===== config.mk =====
export PLATFORM = sky130hd
export DESIGN_NAME = lock_sequencer
export DESIGN_NICKNAME = d
export VERILOG_FILES = /design/src/rtl/lock_sequencer.sv
export SDC_FILE = /design/constraint.sdc
export NUM_CORES = 1
export LEC_CHECK = 0
export ABC_AREA = 1
export BUFFER_PORTS_ARGS = -buffer_cell sky130_fd_sc_hd__buf_2
export CORE_MARGIN = 2
export CORE_UTILIZATION = 50
export DETAILED_ROUTE_END_ITERATION = 8
export GPL_ROUTABILITY_DRIVEN = 1
export PLACE_DENSITY = 0.77
export REMOVE_ABC_BUFFERS = 1
export SETUP_SLACK_MARGIN = 0.3
export SLEW_MARGIN = 10
export SYNTH_ARGS = -nofsm -noshare
export SYNTH_HDL_FRONTEND = slang
export SYNTH_SLANG_ARGS = --single-unit
export TNS_END_PERCENT = 1

===== constraint.sdc =====
create_clock -name hz100 -period 2.1 [get_ports hz100]
set_input_delay 0.105 -clock hz100 [delete_from_list [all_inputs] [get_ports hz100]]
set_output_delay 0.105 -clock hz100 [all_outputs]
set_load 0.01 [all_outputs]

===== src/rtl/lock_sequencer.sv =====
`default_nettype none
// ============================================================================
// Module   : lock_sequencer
// Brief    : Keypad combination-lock sequencer (program, entry, open,
//            lockout and alarm timing) driving an external code register.
// Revision : 1.0 - initial release
// ============================================================================
module lock_sequencer #(
    parameter int DIGITS        = 8,
    parameter int MAX_TRIES     = 3,
    parameter int OPEN_TICKS    = 500,
    parameter int LOCKOUT_TICKS = 1000,
    parameter int IDLE_TICKS    = 300
) (
    input  logic                  hz100,
    input  logic                  reset,
    input  logic                  key_valid,
    input  logic [4:0]            key_code,
    input  logic [4*DIGITS-1:0]   stored_code,
    output logic                  code_wr,
    output logic                  code_clr,
    output logic [2:0]            state,
    output logic [2:0]            digit_idx,
    output logic [1:0]            tries_left,
    output logic                  unlocked,
    output logic                  alarm
);

    localparam logic [2:0] S_SET     = 3'd0;
    localparam logic [2:0] S_IDLE    = 3'd1;
    localparam logic [2:0] S_ENTRY   = 3'd2;
    localparam logic [2:0] S_OPEN    = 3'd3;
    localparam logic [2:0] S_LOCKOUT = 3'd4;
    localparam logic [2:0] S_ALARM   = 3'd5;

    localparam logic [3:0]  c_DIGITS       = 4'(DIGITS);
    localparam logic [3:0]  c_LAST_IDX     = 4'(DIGITS - 1);
    localparam logic [1:0]  c_MAX_TRIES    = 2'(MAX_TRIES);
    localparam logic [15:0] c_OPEN_LOAD    = 16'(OPEN_TICKS - 1);
    localparam logic [15:0] c_LOCKOUT_LOAD = 16'(LOCKOUT_TICKS - 1);
    localparam logic [15:0] c_IDLE_LOAD    = 16'(IDLE_TICKS - 1);

    logic [2:0]  r_state;
    logic [3:0]  r_count;
    logic [1:0]  r_tries;
    logic [15:0] r_timer;
    logic        r_mismatch;
    logic        r_unlocked;
    logic        r_alarm;

    logic [2:0]  w_state_nxt;
    logic [3:0]  w_count_nxt;
    logic [1:0]  w_tries_nxt;
    logic [15:0] w_timer_nxt;
    logic        w_mismatch_nxt;
    logic        w_code_wr;
    logic        w_code_clr;
    logic [3:0]  w_exp_digit;
    logic        w_mis_any;
    logic        w_key_hex;
    logic        w_key_start;
    logic        w_key_clear;
    logic        w_key_set;
    logic        w_expired;

    assign w_key_hex   = key_valid && (key_code < 5'd16);
    assign w_key_start = key_valid && (key_code == 5'd16);
    assign w_key_clear = key_valid && (key_code == 5'd17);
    assign w_key_set   = key_valid && (key_code == 5'd18);
    assign w_expired   = (r_timer == 16'd0);

    // Expected nibble for the current entry position, first digit in the MSBs.
    always_comb begin
        w_exp_digit = 4'd0;
        for (int i = 0; i < DIGITS; i++) begin
            if (r_count == 4'(i)) begin
                w_exp_digit = stored_code[4*(DIGITS-1-i) +: 4];
            end
        end
    end

    assign w_mis_any = r_mismatch || (key_code[3:0] != w_exp_digit);

    always_comb begin
        w_state_nxt    = r_state;
        w_count_nxt    = r_count;
        w_tries_nxt    = r_tries;
        w_timer_nxt    = r_timer;
        w_mismatch_nxt = r_mismatch;
        w_code_wr      = 1'b0;
        w_code_clr     = 1'b0;
        case (r_state)
            S_SET: begin
                if (w_key_hex) begin
                    w_code_wr = 1'b1;
                    if (r_count != c_DIGITS) begin
                        w_count_nxt = r_count + 4'd1;
                    end
                end else if (w_key_clear) begin
                    w_code_clr  = 1'b1;
                    w_count_nxt = 4'd0;
                end else if (w_key_start && (r_count == c_DIGITS)) begin
                    w_state_nxt = S_IDLE;
                    w_tries_nxt = c_MAX_TRIES;
                end
            end
            S_IDLE: begin
                if (w_key_start) begin
                    w_state_nxt    = S_ENTRY;
                    w_count_nxt    = 4'd0;
                    w_mismatch_nxt = 1'b0;
                    w_timer_nxt    = c_IDLE_LOAD;
                end
            end
            S_ENTRY: begin
                // Expiry is checked first so a key on the last idle cycle is dropped.
                if (w_expired) begin
                    w_state_nxt    = S_IDLE;
                    w_count_nxt    = 4'd0;
                    w_mismatch_nxt = 1'b0;
                end else if (w_key_hex) begin
                    w_timer_nxt = c_IDLE_LOAD;
                    if (r_count == c_LAST_IDX) begin
                        w_count_nxt    = 4'd0;
                        w_mismatch_nxt = 1'b0;
                        if (!w_mis_any) begin
                            w_state_nxt = S_OPEN;
                            w_tries_nxt = c_MAX_TRIES;
                            w_timer_nxt = c_OPEN_LOAD;
                        end else if (r_tries > 2'd1) begin
                            w_state_nxt = S_LOCKOUT;
                            w_tries_nxt = r_tries - 2'd1;
                            w_timer_nxt = c_LOCKOUT_LOAD;
                        end else begin
                            w_state_nxt = S_ALARM;
                            w_tries_nxt = 2'd0;
                        end
                    end else begin
                        w_count_nxt    = r_count + 4'd1;
                        w_mismatch_nxt = w_mis_any;
                    end
                end else if (key_valid) begin
                    w_timer_nxt = c_IDLE_LOAD;
                    if (w_key_clear) begin
                        w_count_nxt    = 4'd0;
                        w_mismatch_nxt = 1'b0;
                    end
                end else begin
                    w_timer_nxt = r_timer - 16'd1;
                end
            end
            S_OPEN: begin
                if (w_expired) begin
                    w_state_nxt = S_IDLE;
                end else begin
                    w_timer_nxt = r_timer - 16'd1;
                    if (w_key_start) begin
                        w_state_nxt = S_IDLE;
                    end else if (w_key_set) begin
                        w_state_nxt = S_SET;
                        w_code_clr  = 1'b1;
                        w_count_nxt = 4'd0;
                    end
                end
            end
            S_LOCKOUT: begin
                if (w_expired) begin
                    w_state_nxt = S_IDLE;
                end else begin
                    w_timer_nxt = r_timer - 16'd1;
                end
            end
            S_ALARM: begin
                w_state_nxt = S_ALARM;
            end
            default: begin
                w_state_nxt = S_SET;
                w_count_nxt = 4'd0;
            end
        endcase
    end

    always_ff @(posedge hz100) begin
        if (reset) begin
            r_state    <= S_SET;
            r_count    <= 4'd0;
            r_tries    <= c_MAX_TRIES;
            r_timer    <= 16'd0;
            r_mismatch <= 1'b0;
            r_unlocked <= 1'b0;
            r_alarm    <= 1'b0;
        end else begin
            r_state    <= w_state_nxt;
            r_count    <= w_count_nxt;
            r_tries    <= w_tries_nxt;
            r_timer    <= w_timer_nxt;
            r_mismatch <= w_mismatch_nxt;
            r_unlocked <= (w_state_nxt == S_OPEN);
            r_alarm    <= (w_state_nxt == S_ALARM);
        end
    end

    // Strobes are combinational with the key; held low while reset is applied.
    assign code_wr    = w_code_wr  && !reset;
    assign code_clr   = w_code_clr && !reset;
    assign state      = r_state;
    assign digit_idx  = r_count[2:0];
    assign tries_left = r_tries;
    assign unlocked   = r_unlocked;
    assign alarm      = r_alarm;

endmodule
`default_nettype wire


* Yosys cells after proc, flatten, opt, wreduce, memory -nomap -nowiden
Cells that the tools add are included.
Word-level totals: register bits after elaboration 28, bits in latches 0, bits in writable memories 0, bits in read-only memories 0, bits of input ports 40, output and inout port bits 12, memories 0
Cells by class: $add $sub $neg 3, multipliers 0, div/mod/pow operators 0, $lt $le $gt $ge 2, eq/ne operators 34, shift operators 0, muxes and demuxes 67, bitwise operators 1, reductions and logical operators 21
Operator list (number):
- $mux W16 | 5
- $mux W4 | 19
- $pmux W16 S3 | 1
- $mux W3 | 12
- $mux W10 | 3
- $ne A2 B2 Y1 const B | 11
- $pmux W4 S5 | 1
- $pmux W3 S6 | 1
- $eq A4 B3 Y1 const B | 4
- $logic_not A16 Y1 | 1
- $mux W2 | 8
- $sub A16 B1 Y16 const B | 1
- $eq A5 B5 Y1 const B | 3
- $mux W1 | 14
- $reduce_and A7 Y1 | 2
- $ne A4 B4 Y1 const B | 3
- $eq A3 B2 Y1 const B | 3
- $eq A3 B3 Y1 const B | 3
- $eq A4 B2 Y1 const B | 2
- $reduce_and A4 Y1 | 2
- $logic_and A1 B1 Y1 | 7
- $lt A5 B5 Y1 const B | 1
- $add A4 B1 Y4 const B | 1
- $eq A4 B1 Y1 const B | 1
- other kinds (16) | 19

* Logic depth before layout (Yosys ltp)
word-level depth 17, depth in mapped cells 19, mapped depth without buffers 19

* Worst setup path after synthesis
OpenSTA, ideal clock, no wires.
kind reg2reg, start reg r_count[0], end reg r_timer[2], setup time 0.119 ns, arrival time 1.930 ns, required time 1.981 ns, setup slack 0.051 ns, cell stages (with the launch flop) 17, cells stage by stage dfxtp_1 -> inv_1 -> ha_1 -> and3_2 -> nand2_1 -> nand2_1 -> nand3b_1 -> nand2_1 -> nand2_1 -> nand3b_1 -> nand2_1 -> nor2_2 -> nand3_2 -> nand3_1 -> o21ai_0 -> nand2_1 -> a21oi_1
On the way: longest elaborated chain between the ends 16, elaborated cells between the ends (all ways) 23, classes of those cells 8 x eq/ne; 13 x mux; 2 x reduce/logical
RTL lines:
- start, declared | line 44 | logic [3:0] r_count;
- start signal, assigned | line 194 | r_count <= w_count_nxt;
- $logic_not A4 Y1 | line 76 | if (r_count == 4'(i)) begin
- $mux W4 (8 in a row) | line 76
- $ne A4 B4 Y1 | line 82 | assign w_mis_any = r_mismatch || (key_code[3:0] != w_exp_digit);
- $logic_or A1 B1 Y1 | line 82
- $mux W10 | line 126 | if (!w_mis_any) begin
- $mux W10 * | line 123 | if (r_count == c_LAST_IDX) begin
- $mux W16 * | line 121 | end else if (w_key_hex) begin
- $mux W16 * | line 117 | if (w_expired) begin
- $pmux W16 S3 * | line 92 | case (r_state)
- end signal, assigned | line 196 | r_timer <= w_timer_nxt;
- end, declared | line 46 | logic [15:0] r_timer;
Mark *: on every way between the ends. The rest lies on a longest branch, timed or not. The select of a mux whose other input is x is not followed. A chain may end at the register's enable or synchronous reset.

* Worst setup path in the final report
start reg r_count[0], end reg r_state[0] (netlist: state[0])
On the way: longest elaborated chain between the ends 16, elaborated cells between the ends (all ways) 28, classes of those cells 9 x eq/ne; 16 x mux; 3 x reduce/logical
RTL lines:
- $logic_not A4 Y1 | line 76
- $mux W4 (8 in a row) | line 76
- $ne A4 B4 Y1 | line 82
- $logic_or A1 B1 Y1 | line 82
- $mux W3 | line 126
- $mux W3 | line 123
- $mux W3 | line 121
- $mux W3 | line 117
- $pmux W3 S6 * | line 92
- end signal, assigned | line 193 | r_state <= w_state_nxt;
- end, declared | line 43 | logic [2:0] r_state;
Mark *: on every way between the ends. The rest lies on a longest branch, timed or not.

==> impl_metrics.yaml <==
place:
  gp_congestion: 0.8857
  port_buffers: 51
  placement.cell_area_mm2: 0.002799
  hpwl_mm: 4.972
yosys:
  syn-instance-count: 388
  synthDistinctLibCells: 42
  ys_seq_elements: 28
  synth_area_per_cell_um2: 6.117
  yosysWarnings: 0
  synth-edff-count: 0
  synthArstFlopShare: 0
  synth_area_mm2: 0.002374
  synth-seq-area-share: 0.2362
  synth_ff_type: "dfxtp_1"
global_routing:
  antenna_found_initial: 0
  grt_util_all_layers: 0.2400
  grt_max_degree: 17
  overflow: 0
  grt_pass1_wl_mm: 10.38
  grt_pass1_vias: 2413
setup_path:
  r2r_cells: 12
  worstSetupPathType: "reg -> reg"
  reg2reg_from: "r_count[0]"
  path_max_fanout: 9
  r2r-end: "state[0]"
  worstSetupStartpoint: "r_count[0]"
  crit_cells: 12
  cp.arrival_ns: 2.28
  cp-end-kind: "flip-flop"
  crit_slowest_cell: "dfxtp_4"
  crit_family: "simple AND/OR/NAND/NOR gates"
  crit_path_end: "state[0]"
  crit_chain: "ha_4 > nand2_1 > nor2_2 > inv_2 > buf_4 > nor2_1 > buf_4 > o21ai_0 > inv_1 > nand2_1 > a21oi_2 > nor2_1"
  cp_slowest_stage_delay_ns: 0.41
  crit_buf_inv: 4
  required_ns: 2.27
  reg2reg_slack_ns: -0.007
  crit_path_start_kind: "flip-flop"
floorplanning:
  rows: 25
  die_w_um: 72.90
  core_mm2: 0.004661
  fp.dieH_um: 72.90
  pin_count: 52
  start_util: 0.5093
  die_area_mm2: 0.005314
clock_network:
  htree_levels: 1
  worstSkewPairLatency_ns: 0.29
  cts_buffer_depth: 2
  cts_tree: "built"
  cts_root_buffer: "clkbuf_8"
  cts_hold_buffers: 0
  cts_sinks: 28
  clk_pin_slew_worst_paths_ns: 0.11
  numCtsBuffers: 3
power_and_ir_drop:
  power.total_uw: 1208
  powerDensity_mw_per_mm2: 391.7
  p_comb_frac: 0.190
  swShare: 0.2638
  switchingPower_uw: 318.5
  p_leak_uw: 0.001517
  seq_power_share: 0.445
  internal_power_uw: 889.1
  p_clk_frac: 0.365
  ir_drop_mv: 0.3442
run_status:
  status: "finished with violations"
  violations: "setup timing"
finish:
  drive_gt1_frac: 0.3139
  num_antenna_cells: 0
  area_growth_pct: 29.89
  fin_nets: 509
  design_area_mm2: 0.003083
timing:
  fin_worst_skew_ns: 0.01425
  fin_crit_sh: 1.003
  hold_viol_final: 0
  finalWorstPathRequiredPeriod_ns: 2.107
  whs_ns: 0.1507
  fmax_ghz: 0.4746
  slew_headroom: 0.7520
  setup_slack_ns: -0.006952
  finalSetupViolations: 2
  finalSetupTns_ns: -0.009663
  rsz0062_at_grt: "yes"
  slew_violations: 0
  worst_pin_slew_ns: 0.3700
drt:
  routed_wirelength_mm: 6.680
  via_count: 2763
  wl_per_cell_um: 12.95
  drtIter0Drc: 141
  ant_nets: 0
  drc: 0
  drt_pre_antenna_iters: 5
  routed_via_density: 5.355
job:
  maxCapViolCount: 0
worst_hold_path:
  hold_path_class: "in -> reg"
## cell usage after synthesis, types with 2 or more instances
cell / instances / area [um^2]
nand3b_1: 4 / 30.03
buf_4: 3 / 22.52
or2_2: 5 / 31.28
o2111ai_1: 2 / 17.52
nor3_1: 12 / 60.06
ha_1: 6 / 75.07
inv_1: 48 / 180.2
nor4_1: 2 / 12.51
a21oi_1: 33 / 165.2
a211oi_1: 4 / 30.03
inv_2: 8 / 30.03
dfxtp_1: 28 / 560.5
nand2_1: 84 / 315.3
clkbuf_1: 3 / 11.26
nand4_2: 2 / 25.02
nor2_1: 47 / 176.4
nor2_2: 5 / 31.28
xor2_1: 6 / 52.55
xnor2_1: 2 / 17.52
o21ai_1: 2 / 10.01
nor3_2: 3 / 30.03
nand4_1: 11 / 68.82
nand2_2: 2 / 12.51
o21ai_0: 31 / 155.2
nand3_1: 18 / 90.09
## layout make-up
class	instances	area [um^2]
Timing Repair Buffer	79	473.0
Multi-Input combinational cell	294	1679
Inverter	57	221.5
Clock inverter	1	30.03
Sequential cell	28	570.5
Fill cell	425	1578
Clock buffer	3	41.29
Tap cell	54	67.56
## sequential cells by signal, indices dropped and copies added, names as in the netlist
signal / count
alarm: 1
r_count: 4
r_mismatch: 1
r_timer: 16
state: 3
tries_left: 2
unlocked: 1
## cell usage in the layout (no fill, tap or decap), drive strengths merged
cell type and n:
or4 1, o21bai 1, and3 1, a21oi 34
xnor2 2, or2 6, or3 1, buf 79
clkbuf 3, a211oi 4, clkinv 1, o2111ai 2
bufinv 1, nor3 16, ha 6, nand4 13
a31oi 1, xor2 6, nand3b 4, nor4 2
inv 56, nand3 19, nand2 87, nor3b 1
nor2 53, a221oi 1, o21ai 33, dfxtp 28
## cells by family (layout without fill, tap and decap cells)
logic type	Yosys count	after routing	share of synthesized area
simple gates	204	204	0.4075
compound gates	76	76	0.1724
buf+inv	66	140	0.1228
flops	28	28	0.2362
xor+xnor	8	8	0.02952
fa+ha+maj	6	6	0.03163
## per-layer routing
| layer | up-vias | track usage | part of all wire |
|---|---|---|---|
| met4 | 0 | 0.04321 | 0.0088 |
| met2 | 101 | 0.3788 | 0.46 |
| li1 | 1423 | - | - |
| met1 | 1233 | 0.3542 | 0.47 |
| met5 | - | 0 | 0 |
| met3 | 6 | 0.02901 | 0.061 |
## how the worst min path moves through the flow
stage                from         end  cells after the start
global route        reset    state[0]                      2
floorplan           reset  r_mismatch                      1
global placement    reset    state[0]                      2
detailed placement  reset    state[0]                      2
finish              reset  r_timer[5]                      2
CTS                 reset  r_mismatch                      2
## metrics by stage
stage / util / cells / setup slack, ns
after floorplan: - / 379 / -0.02132
after global placement: 0.6005 / 508 / -0.06259
after detailed placement: 0.6005 / 508 / -0.1276
after CTS: 0.6252 / 513 / 0.004064
after global routing: 0.6615 / 516 / -0.1910
final: 0.6615 / 516 / -0.006952
## timing repair
| item | in CTS | in global routing |
|---|---|---|
| setup endpoints to repair | 26 | 29 |
| hold endpoints to repair | 0 | 0 |
| pin swaps | 7 | 17 |
| setup buffers | 1 | 3 |
| gates resized for setup | 16 | 38 |
## power by group through the flow
stage          logic, uW  registers [uW]  clock network (uW)
2_1_floorplan       99.8             548                   0
4_1_cts              190             535                 438
3_3_place_gp         180             547                   0
3_5_place_dp         183             548                   0
6_report             230             537                 440
5_1_grt              253             538                 461
## worst register-to-register path: cells and delay by family, from the launching register on
kind | cells | cell delay, ns
and+or+nand+nor | 5 | 0.59
buffers and inverters | 4 | 0.53
DFF | 1 | 0.41
AOI/OAI and AO/OA | 2 | 0.29
adders and majority gates | 1 | 0.17
Note: power is estimated with default switching activity, not from simulation.
